## config.mk

```make
export PLATFORM = sky130hd
export DESIGN_NAME = ballot_controller
export DESIGN_NICKNAME = d
export VERILOG_FILES = /design/src/rtl/ballot_pkg.sv /design/src/rtl/btn_conditioner.sv /design/src/rtl/ballot_controller.sv
export SDC_FILE = /design/constraint.sdc
export NUM_CORES = 1
export LEC_CHECK = 0
export ABC_AREA = 1
export CAP_MARGIN = 20
export CORE_MARGIN = 2
export CORE_UTILIZATION = 28
export CTS_CLUSTER_DIAMETER = 120
export DETAILED_ROUTE_END_ITERATION = 12
export GPL_TIMING_DRIVEN = 0
export PLACE_DENSITY_LB_ADDON = 0.05
export SLEW_MARGIN = 20
export SYNTH_ARGS = -nofsm -noshare
export SYNTH_HDL_FRONTEND = slang
export SYNTH_SLANG_ARGS = --single-unit
```

## constraint.sdc

```tcl
create_clock -name clk -period 4.6 [get_ports clk]
set_input_delay 0.69 -clock clk [delete_from_list [all_inputs] [get_ports clk]]
set_output_delay 0.69 -clock clk [all_outputs]
set_load 0.05 [all_outputs]
```

## src/rtl/ballot_pkg.sv

```systemverilog
// Shared types for the ballot controller: FSM state encoding and the default candidate count.
package ballot_pkg;

    typedef enum logic [2:0] {
        CLOSED  = 3'd0,
        IDLE    = 3'd1,
        ARMED   = 3'd2,
        CAST    = 3'd3,
        RELEASE = 3'd4
    } state_t;

    localparam int DEF_NUM_CAND = 4;

endpackage

```

## src/rtl/btn_conditioner.sv

```systemverilog
// Per-bit 2-FF synchronizer followed by a debouncer; clean follows the synchronized level
// only after DEB_CYC identical samples (2 sync cycles + DEB_CYC cycles to settle), no backpressure.
module btn_conditioner #(
    parameter int WIDTH   = 1,
    parameter int DEB_CYC = 4
) (
    input  logic             clk,
    input  logic             rst,
    input  logic [WIDTH-1:0] raw,
    output logic [WIDTH-1:0] clean
);

    localparam int DW = (DEB_CYC > 1) ? $clog2(DEB_CYC) : 1;

    logic [WIDTH-1:0] meta;
    logic [WIDTH-1:0] sync;
    logic [DW-1:0]    cnt [WIDTH];

    always_ff @(posedge clk or negedge rst) begin
        if (!rst) begin
            meta  <= '0;
            sync  <= '0;
            clean <= '0;
            for (int i = 0; i < WIDTH; i++) cnt[i] <= '0;
        end else begin
            meta <= raw;
            sync <= meta;
            // Count consecutive samples that disagree with the accepted level; any agreement restarts the run.
            for (int i = 0; i < WIDTH; i++) begin
                if (sync[i] != clean[i]) begin
                    if (cnt[i] == DW'(DEB_CYC - 1)) begin
                        clean[i] <= sync[i];
                        cnt[i]   <= '0;
                    end else begin
                        cnt[i] <= cnt[i] + 1'b1;
                    end
                end else begin
                    cnt[i] <= '0;
                end
            end
        end
    end

endmodule

```

## src/rtl/ballot_controller.sv

```systemverilog
// Voting-booth controller: conditions buttons, arms per voter, emits a one-hot vote strobe and saturating tallies.
// Strobe appears the cycle after a single clean press is seen in ARMED; no backpressure on vote_en.
module ballot_controller
    import ballot_pkg::*;
#(
    parameter int NUM_CAND    = DEF_NUM_CAND,
    parameter int DEB_CYC     = 4,
    parameter int TIMEOUT_CYC = 64,
    parameter int CNT_W       = 16
) (
    input  logic                clk,
    input  logic                rst,
    input  logic                session_open,
    input  logic                voter_auth,
    input  logic [NUM_CAND-1:0] button,
    output logic [NUM_CAND-1:0] vote_en,
    output logic                ready_led,
    output logic                busy,
    output logic                multi_err,
    output logic [CNT_W-1:0]    voters,
    output logic [CNT_W-1:0]    abstains
);

    localparam int IDX_W = (NUM_CAND > 1) ? $clog2(NUM_CAND) : 1;
    localparam int TW    = (TIMEOUT_CYC > 1) ? $clog2(TIMEOUT_CYC) : 1;

    // Assert asynchronously, release two clocks later so every flop leaves reset on the same edge.
    logic [1:0] rst_pipe;
    logic       rst_core;

    always_ff @(posedge clk or negedge rst) begin
        if (!rst) rst_pipe <= 2'b00;
        else      rst_pipe <= {rst_pipe[0], 1'b1};
    end

    assign rst_core = rst_pipe[1];

    logic [NUM_CAND-1:0] clean;

    for (genvar g = 0; g < NUM_CAND; g++) begin : g_btn
        btn_conditioner #(
            .WIDTH   (1),
            .DEB_CYC (DEB_CYC)
        ) u_cond (
            .clk   (clk),
            .rst   (rst_core),
            .raw   (button[g]),
            .clean (clean[g])
        );
    end

    state_t           state, state_nxt;
    logic [IDX_W-1:0] idx, sel_idx;
    logic [TW-1:0]    timer;
    logic             any_press, single_press, multi_cond, multi_prev;
    logic             do_cast, do_abstain;

    always_comb begin
        sel_idx = '0;
        for (int i = 0; i < NUM_CAND; i++) begin
            if (clean[i]) sel_idx = IDX_W'(i);
        end
    end

    assign any_press    = |clean;
    assign single_press = any_press && ((clean & (clean - 1'b1)) == '0);
    assign multi_cond   = (state == ARMED) && session_open && any_press && !single_press;

    always_comb begin
        state_nxt  = state;
        do_cast    = 1'b0;
        do_abstain = 1'b0;
        case (state)
            CLOSED: begin
                if (session_open) state_nxt = IDLE;
            end
            IDLE: begin
                if (!session_open)                 state_nxt = CLOSED;
                else if (voter_auth && !any_press) state_nxt = ARMED;
            end
            ARMED: begin
                // Session close beats a press; a press beats the timeout.
                if (!session_open) begin
                    state_nxt = CLOSED;
                end else if (single_press) begin
                    state_nxt = CAST;
                end else if (timer == TW'(TIMEOUT_CYC - 1)) begin
                    state_nxt  = IDLE;
                    do_abstain = 1'b1;
                end
            end
            CAST: begin
                do_cast   = 1'b1;
                state_nxt = session_open ? RELEASE : CLOSED;
            end
            RELEASE: begin
                if (!any_press) state_nxt = IDLE;
            end
            default: state_nxt = CLOSED;
        endcase
    end

    always_ff @(posedge clk or negedge rst_core) begin
        if (!rst_core) begin
            state      <= CLOSED;
            idx        <= '0;
            timer      <= '0;
            multi_prev <= 1'b0;
            multi_err  <= 1'b0;
            voters     <= '0;
            abstains   <= '0;
        end else begin
            state      <= state_nxt;
            multi_prev <= multi_cond;
            multi_err  <= multi_cond && !multi_prev;
            if (state == ARMED && state_nxt == CAST) idx <= sel_idx;
            if (state == ARMED && state_nxt == ARMED) timer <= timer + 1'b1;
            else                                      timer <= '0;
            if (do_cast && voters != '1)       voters   <= voters + 1'b1;
            if (do_abstain && abstains != '1)  abstains <= abstains + 1'b1;
        end
    end

    always_comb begin
        vote_en = '0;
        if (state == CAST) vote_en[idx] = 1'b1;
    end

    assign ready_led = (state == ARMED);
    assign busy      = (state == ARMED) || (state == CAST) || (state == RELEASE);

endmodule

```

==> metrics, run 1 <==
status=complete, but fails checks; failing checks=design-rule violations; H-tree depth=3; R2R depth=9; I/O pins=47; gr usage total=0.130; FF-to-FF Start=abstains[0]$_DFFE_PN0P_; layout cells sized above 1=0.0917; critical path's top delay family=buffers and inverters; pre-CTS setup slack=1.93 ns; Syn. warnings=0; FMAX=0.337 GHz; PortBufs=46; Post-CTS Hold Buffers=0; Syn Area/Cell=8.64 um2; RSZ-0062 raised after global routing=false; setup bufs post-CTS=0; largest net degree at the start of global routing=44; fin util=0.372; adder-cell area share of the yosys netlist=0.0264; Worst-path clk slew=approximately 0.050 ns; Seq/Total Area, Yosys=0.505; # DRC=3; Leakage Power=~2.0 nW; CTS buffer count=9; Worst Path Arrival=2.28 ns; Synth area leaders=dfrtp_1, nand2_1, inv_1; Clock Path Buffers=2; fin crit share=0.645; CTS tree=done; global-route wire length before repair=13100 um; syn nets=approximately 400; CTS Sinks=67; critical-path cell list=inv_1, nor3_1, inv_1, nor3_1, clkdlybuf4s50_1; Core Footprint=between 0.01 and 0.015 mm2; Setup violations, final=0; initial antenna violation count=0; endpoints failing hold=0; Reg-to-Reg End=abstains[10]$_DFFE_PN0P_; Yosys top cell area share=0.505; vias per inst=4.44; area leader, netlist=dfrtp_1; cell row count=39; post-synthesis xor/xnor area fraction=0.0660; Avg WL per Cell=roughly 13 um; Worst setup EP type=output pin; dpl cell area=0.00399 mm2; synthesized flop and latch total=67; pwr dens=416 mW/mm2; Hold WC Path Type=reg -> async; vias in the first global route=approximately 2600; Resize count post-CTS=0; Post-Syn Area=~0.0033 mm2; Synth Instances=between 300 and 400; Max VDD drop=0.251 mV; Die W=113 um; synth unique cells=29; mux cell area share after synthesis=0.00339; die area=0.0127 mm2; RD Place Congestion=roughly 0.76; Critical Path Max Stage Delay=0.83 ns; Starting Density=0.288; Final WS setup=1.63 ns; most frequent cells in the layout=nand2_1, dfrtp_1, inv_1; post-route cell area=around 0.0043 mm2; Iter 0 DRT Violations=205; required time worst endpoint=3.91 ns; Worst R2R Setup Slack=2.67 ns; DRT Wirelength=7490 um; crit path buf inv count=3; relative slew slack=0.652; Final Max Tran Viols=0; post-route ant nets=0; simple-gate share of the synthesized area=0.286; Die Y=113 um; commonest non-fill, non-tap cell in the layout=nand2_1; post-synthesis compound-gate area fraction=0.0449; worst-margin pin slew=0.521 ns; Layout area overhead=29.0%; crit path time final=2.97 ns; post-route setup TNS=0 ns; total grt overflow=0; total number of vias=approximately 2600; drt first pass iters=8; largest family of logic cells by synthesized area=simple AND/OR/NAND/NOR gates; worst-path maximum fanout=6; Hold Slack=between 0.2 and 0.25 ns; CP Launch Type=flop; clk root buf=clkbuf_16; clk_lat worst skew=0.34 ns; Final Skew=0.00760 ns; Antenna Diode Count=0; WS Path Type=reg -> out; Crit-path slowest cell=clkdlybuf4s50_1; Max Cap Violations=0; DP HPWL=5400 um; Nets=457
where the power goes:
group / internal (mW) / switching (mW)
Clock: 0.423 / 0.247
Sequential: 0.669 / 0.0688
Combinational: 0.134 / 0.240
Total: 1.23 / 0.556
synth_stat cells:
library cell   n
and2_1         1
buf_12         1
buf_2          2
clkbuf_1       1
conb_1         1
dfrtp_1       67
ha_1           7
inv_1         49
inv_2          1
mux2_2         1
nand2_1       97
nand2_2        2
nand3_1       31
nand3_2        1
nand3_4        1
nand3b_1       2
nand4_1        6
nand4_2        1
nor2_1        34
nor2_2         1
nor2_4         3
nor3_1        23
nor3_2         2
nor3_4         1
o21ai_0       14
o21ai_2        8
o32ai_1        1
xnor2_1        7
xor2_1        18
final cells by class:
class                      count  area [um2]
fill                        1212        7230
clock inverter                 1        5.00
multi-input combinational    263        1420
clock buffer                  15         288
tap                          143         179
sequential                    67        1680
buffer                         4        33.8
timing repair buffer          47         488
inverter                      50         188
sequential cells by signal, indices dropped and copies added (netlist names), 2 cells and up:
| name | flops |
|---|---|
| rst_pipe | 2 |
| abstains | 16 |
| state | 3 |
| idx | 2 |
| g_btn.u_cond.clean | 4 |
| timer | 6 |
| g_btn.u_cond.meta | 4 |
| voters | 16 |
| g_btn.u_cond.sync | 4 |
| g_btn.u_cond.cnt | 8 |
logic make-up (layout without fill, tap and decap cells):
kind of cell               Yosys count  after routing
xor gates and xnor gates            25             25
adders and majority gates            7              7
AOI/OAI and AO/OA                   23             23
other                                1              1
and+or+nand+nor                    206            206
buffers and inverters               54            117
DFF                                 67             67
muxes                                1              1
how the worst max path moves through the flow:
stage | cells past startpoint | end | slack [ns] | startpoint
6_report | 5 | vote_en[2] | 1.63 | state[0]$_DFF_PN0_
4_1_cts | 5 | vote_en[2] | 1.56 | state[0]$_DFF_PN0_
3_3_place_gp | 0 | g_btn[0].u_cond.meta$_DFF_PN0_ | 1.64 | rst_pipe[1]$_DFF_PN0_
5_1_grt | 5 | vote_en[2] | 1.43 | state[0]$_DFF_PN0_
3_5_place_dp | 5 | vote_en[2] | 1.93 | state[0]$_DFF_PN0_
2_1_floorplan | 3 | vote_en[0] | 2.11 | state[2]$_DFF_PN0_
metrics by stage:
stage               cells  power [mW]
floorplan             384        1.01
global placement      573        1.12
detailed placement    574        1.13
CTS                   590        1.82
global route          590        1.89
finish                590        1.78
worst reg2reg max path, cell delays in order (launching register included):
cell	delay, ns
dfrtp_1	0.41
ha_1	0.24
nand2_1	0.13
nor3_4	0.39
nand3_4	0.14
nor2_4	0.16
nor2_4	0.09
buf_12	0.16
o21ai_2	0.05
nand2_1	0.05
metal layers:
| metal | part of all wire | vias to the layer above | track usage | routed length [um] |
|---|---|---|---|---|
| met5 | 0 | - | 0 | 0 |
| met4 | 0.015 | 0 | 0.0398 | 111 |
| met3 | 0.040 | 9 | 0.0461 | 300 |
| met2 | 0.45 | 46 | 0.200 | 3370 |
| met1 | 0.49 | 1226 | 0.174 | 3700 |
| li1 | - | 1337 | - | - |
No activity file was read; power rests on OpenSTA's default activity.
==> inputs of run 2 (changes only) <==
==> constraint.sdc (replaced) <==
create_clock -name clk -period 2.77 [get_ports clk]
set_input_delay 0.4155 -clock clk [delete_from_list [all_inputs] [get_ports clk]]
set_output_delay 0.4155 -clock clk [all_outputs]
set_load 0.05 [all_outputs]
==> run 2 against run 1 <==
Compared with the run above: critical path depth is the same; clock skew about the same; via count grew 0.23%; the flow still finishes with violations (design-rule violations); register-to-register slack worse by 1.8 ns; power grew 66%; combinational power grew 66%; largest cell class unchanged; sequential power rose by 67%; worst setup slack worse by 1.2 ns; utilization grew 0.11 points; largest power group unchanged; clock power increased by 65%; final area grew 0.29%.
==> metrics, run 2 (synthesis results as in run 1) <==
relative slew slack=0.652 (unchanged); largest net degree at the start of global routing=44 (unchanged); worst-path maximum fanout=6 (unchanged); CTS tree=done; Iter 0 DRT Violations=211 (+2.9%); Die Y=113 um (unchanged); fin util=0.373 (+0.00109); Avg WL per Cell=12.7 um (+0.23%); Nets=457 (unchanged); clk_lat worst skew=0.34 ns (about the same); failing checks=design-rule violations; most frequent cells in the layout=nand2_1, dfrtp_1, inv_1; Setup violations, final=0 (unchanged); drt first pass iters=9 (+1); critical path's top delay family=buffers and inverters; clock power share=0.376 (about the same); switching power=0.923 mW (+66%); global-route wire length before repair=13100 um (unchanged); fin crit share=0.829; Crit-path slowest cell=dlymetal6s2s_1; total number of vias=2624 (+0.23%); required time worst endpoint=2.35 ns (-1.56 ns); Worst Path Arrival=1.88 ns (-0.40 ns); Post-CTS Hold Buffers=0 (unchanged); Antenna Diode Count=0 (unchanged); Sw Share=0.312 (about the same); worst-margin pin slew=0.521 ns (unchanged); CP Launch Type=flop; vias in the first global route=2620 (unchanged); die area=0.0127 mm2 (unchanged); Layout area overhead=29.4%; crit path time final=2.30 ns; Top Registers=abstains x16, voters x16, g_btn.u_cond.cnt x8; Hold WC Path Type=reg -> async; post-route ant nets=0 (unchanged); Finished Layout Cells=590 (unchanged); Final Skew=0.00724 ns (-0.000357 ns); Reg-to-Reg End=abstains[10]$_DFFE_PN0P_; DP HPWL=5400 um (unchanged); RD Place Congestion=0.762 (unchanged); dpl cell area=0.00399 mm2 (unchanged); Critical Path Max Stage Delay=0.45 ns (-0.38 ns); cell row count=39 (unchanged); setup bufs post-CTS=0 (unchanged); total grt overflow=0 (unchanged); RSZ-0062 raised after global routing=false; sequential cell fraction of total power=0.414 (about the same); Core Footprint=0.0115 mm2 (unchanged); initial antenna violation count=0 (unchanged); critical-path cell list=inv_1, nor3_1, inv_1, nor3_1, dlymetal6s2s_1; FF-to-FF Start=abstains[0]$_DFFE_PN0P_; Clock Path Buffers=2 (unchanged); Starting Density=0.288 (unchanged); Max Cap Violations=0 (unchanged); # DRC=3 (unchanged); crit path buf inv count=3 (unchanged); commonest non-fill, non-tap cell in the layout=nand2_1; Max VDD drop=0.417 mV (+66%); pwr dens=689 mW/mm2 (+66%); vias per inst=4.45 (+0.23%); post-route cell area=0.00429 mm2 (+0.29%); FMAX=between 0.4 and 0.5 GHz; clk root buf=clkbuf_16; H-tree depth=3 (unchanged); combinational power share=0.210 (about the same); PortBufs=46 (unchanged); post-route setup TNS=0 ns (unchanged); Worst-path clk slew=0.05 ns (about the same); endpoints failing hold=0 (unchanged); # fillers=1209 (-0.25%); Hold Slack=0.234 ns (+0.00000700 ns); gr usage total=0.130 (unchanged); internal power contribution=2.04 mW (+66%); Final Max Tran Viols=0 (unchanged); I/O pins=47 (unchanged); Resize count post-CTS=0 (unchanged); CTS Sinks=67 (unchanged); layout cells sized above 1=0.0917 (unchanged); Worst R2R Setup Slack=0.84 ns (-1.83 ns); WS Path Type=reg -> out; R2R depth=9 (unchanged); Leakage Power=2.08 nW (+4.7%); Die W=113 um (unchanged); Placed Cells=574 (unchanged); DRT Wirelength=7500 um (+0.23%); Worst setup EP type=output pin; status=complete, but fails checks; CTS buffer count=9 (unchanged)
==> run 2: cell types whose count changed in the layout (fill, tap and decap cells not counted), sizes merged <==
cell / delta
clkdlybuf4s50: -5
dlymetal6s2s: +5
==> run 2: area by class of cell <==
| cell class | count | area, um2 | share of cell area |
|---|---|---|---|
| sequential | 67 | 1680 | 0.391 |
| multi-input combinational | 263 | 1420 | 0.331 |
| timing repair buffer | 47 | 500 | 0.117 |
| clock buffer | 15 | 288 | 0.0670 |
| inverter | 50 | 188 | 0.0437 |
| tap | 143 | 179 | 0.0417 |
| buffer | 4 | 33.8 | 0.00787 |
| clock inverter | 1 | 5.00 | 0.00117 |
==> run 2: worst max-delay path by stage <==
stage / startpoint / to / depth (start not counted)
final: state[0]$_DFF_PN0_ / vote_en[2] / 5
after global routing: state[0]$_DFF_PN0_ / vote_en[0] / 5
after CTS: state[0]$_DFF_PN0_ / vote_en[2] / 5
after detailed placement: state[0]$_DFF_PN0_ / vote_en[2] / 5
after global placement: rst_pipe[1]$_DFF_PN0_ / g_btn[0].u_cond.meta$_DFF_PN0_ / 0
after floorplan: state[2]$_DFF_PN0_ / vote_en[0] / 3
==> run 2: power by group through the flow <==
stage               Sequential [mW]  Combinational (mW)  Clock, mW
global placement               1.25               0.599          0
detailed placement             1.25               0.628          0
floorplan                      1.35               0.318          0
global route                   1.25               0.698       1.20
finish                         1.23               0.621       1.11
CTS                            1.23               0.632       1.16
==> run 2: stage by stage <==
step	total power [mW]	worst slack, ns
finish	2.96	0.474
global placement	1.85	-0.193
global route	3.15	0.266
detailed placement	1.87	0.375
floorplan	1.67	0.551
CTS	3.02	0.00580
==> run 2: metal layers <==
layer | GRT usage | part of all wire | vias up
met5 | 0 | 0 | -
met4 | 0.0398 | 0.014 | 0
met3 | 0.0461 | 0.040 | 9
met2 | 0.200 | 0.45 | 48
met1 | 0.174 | 0.49 | 1230
li1 | - | - | 1337
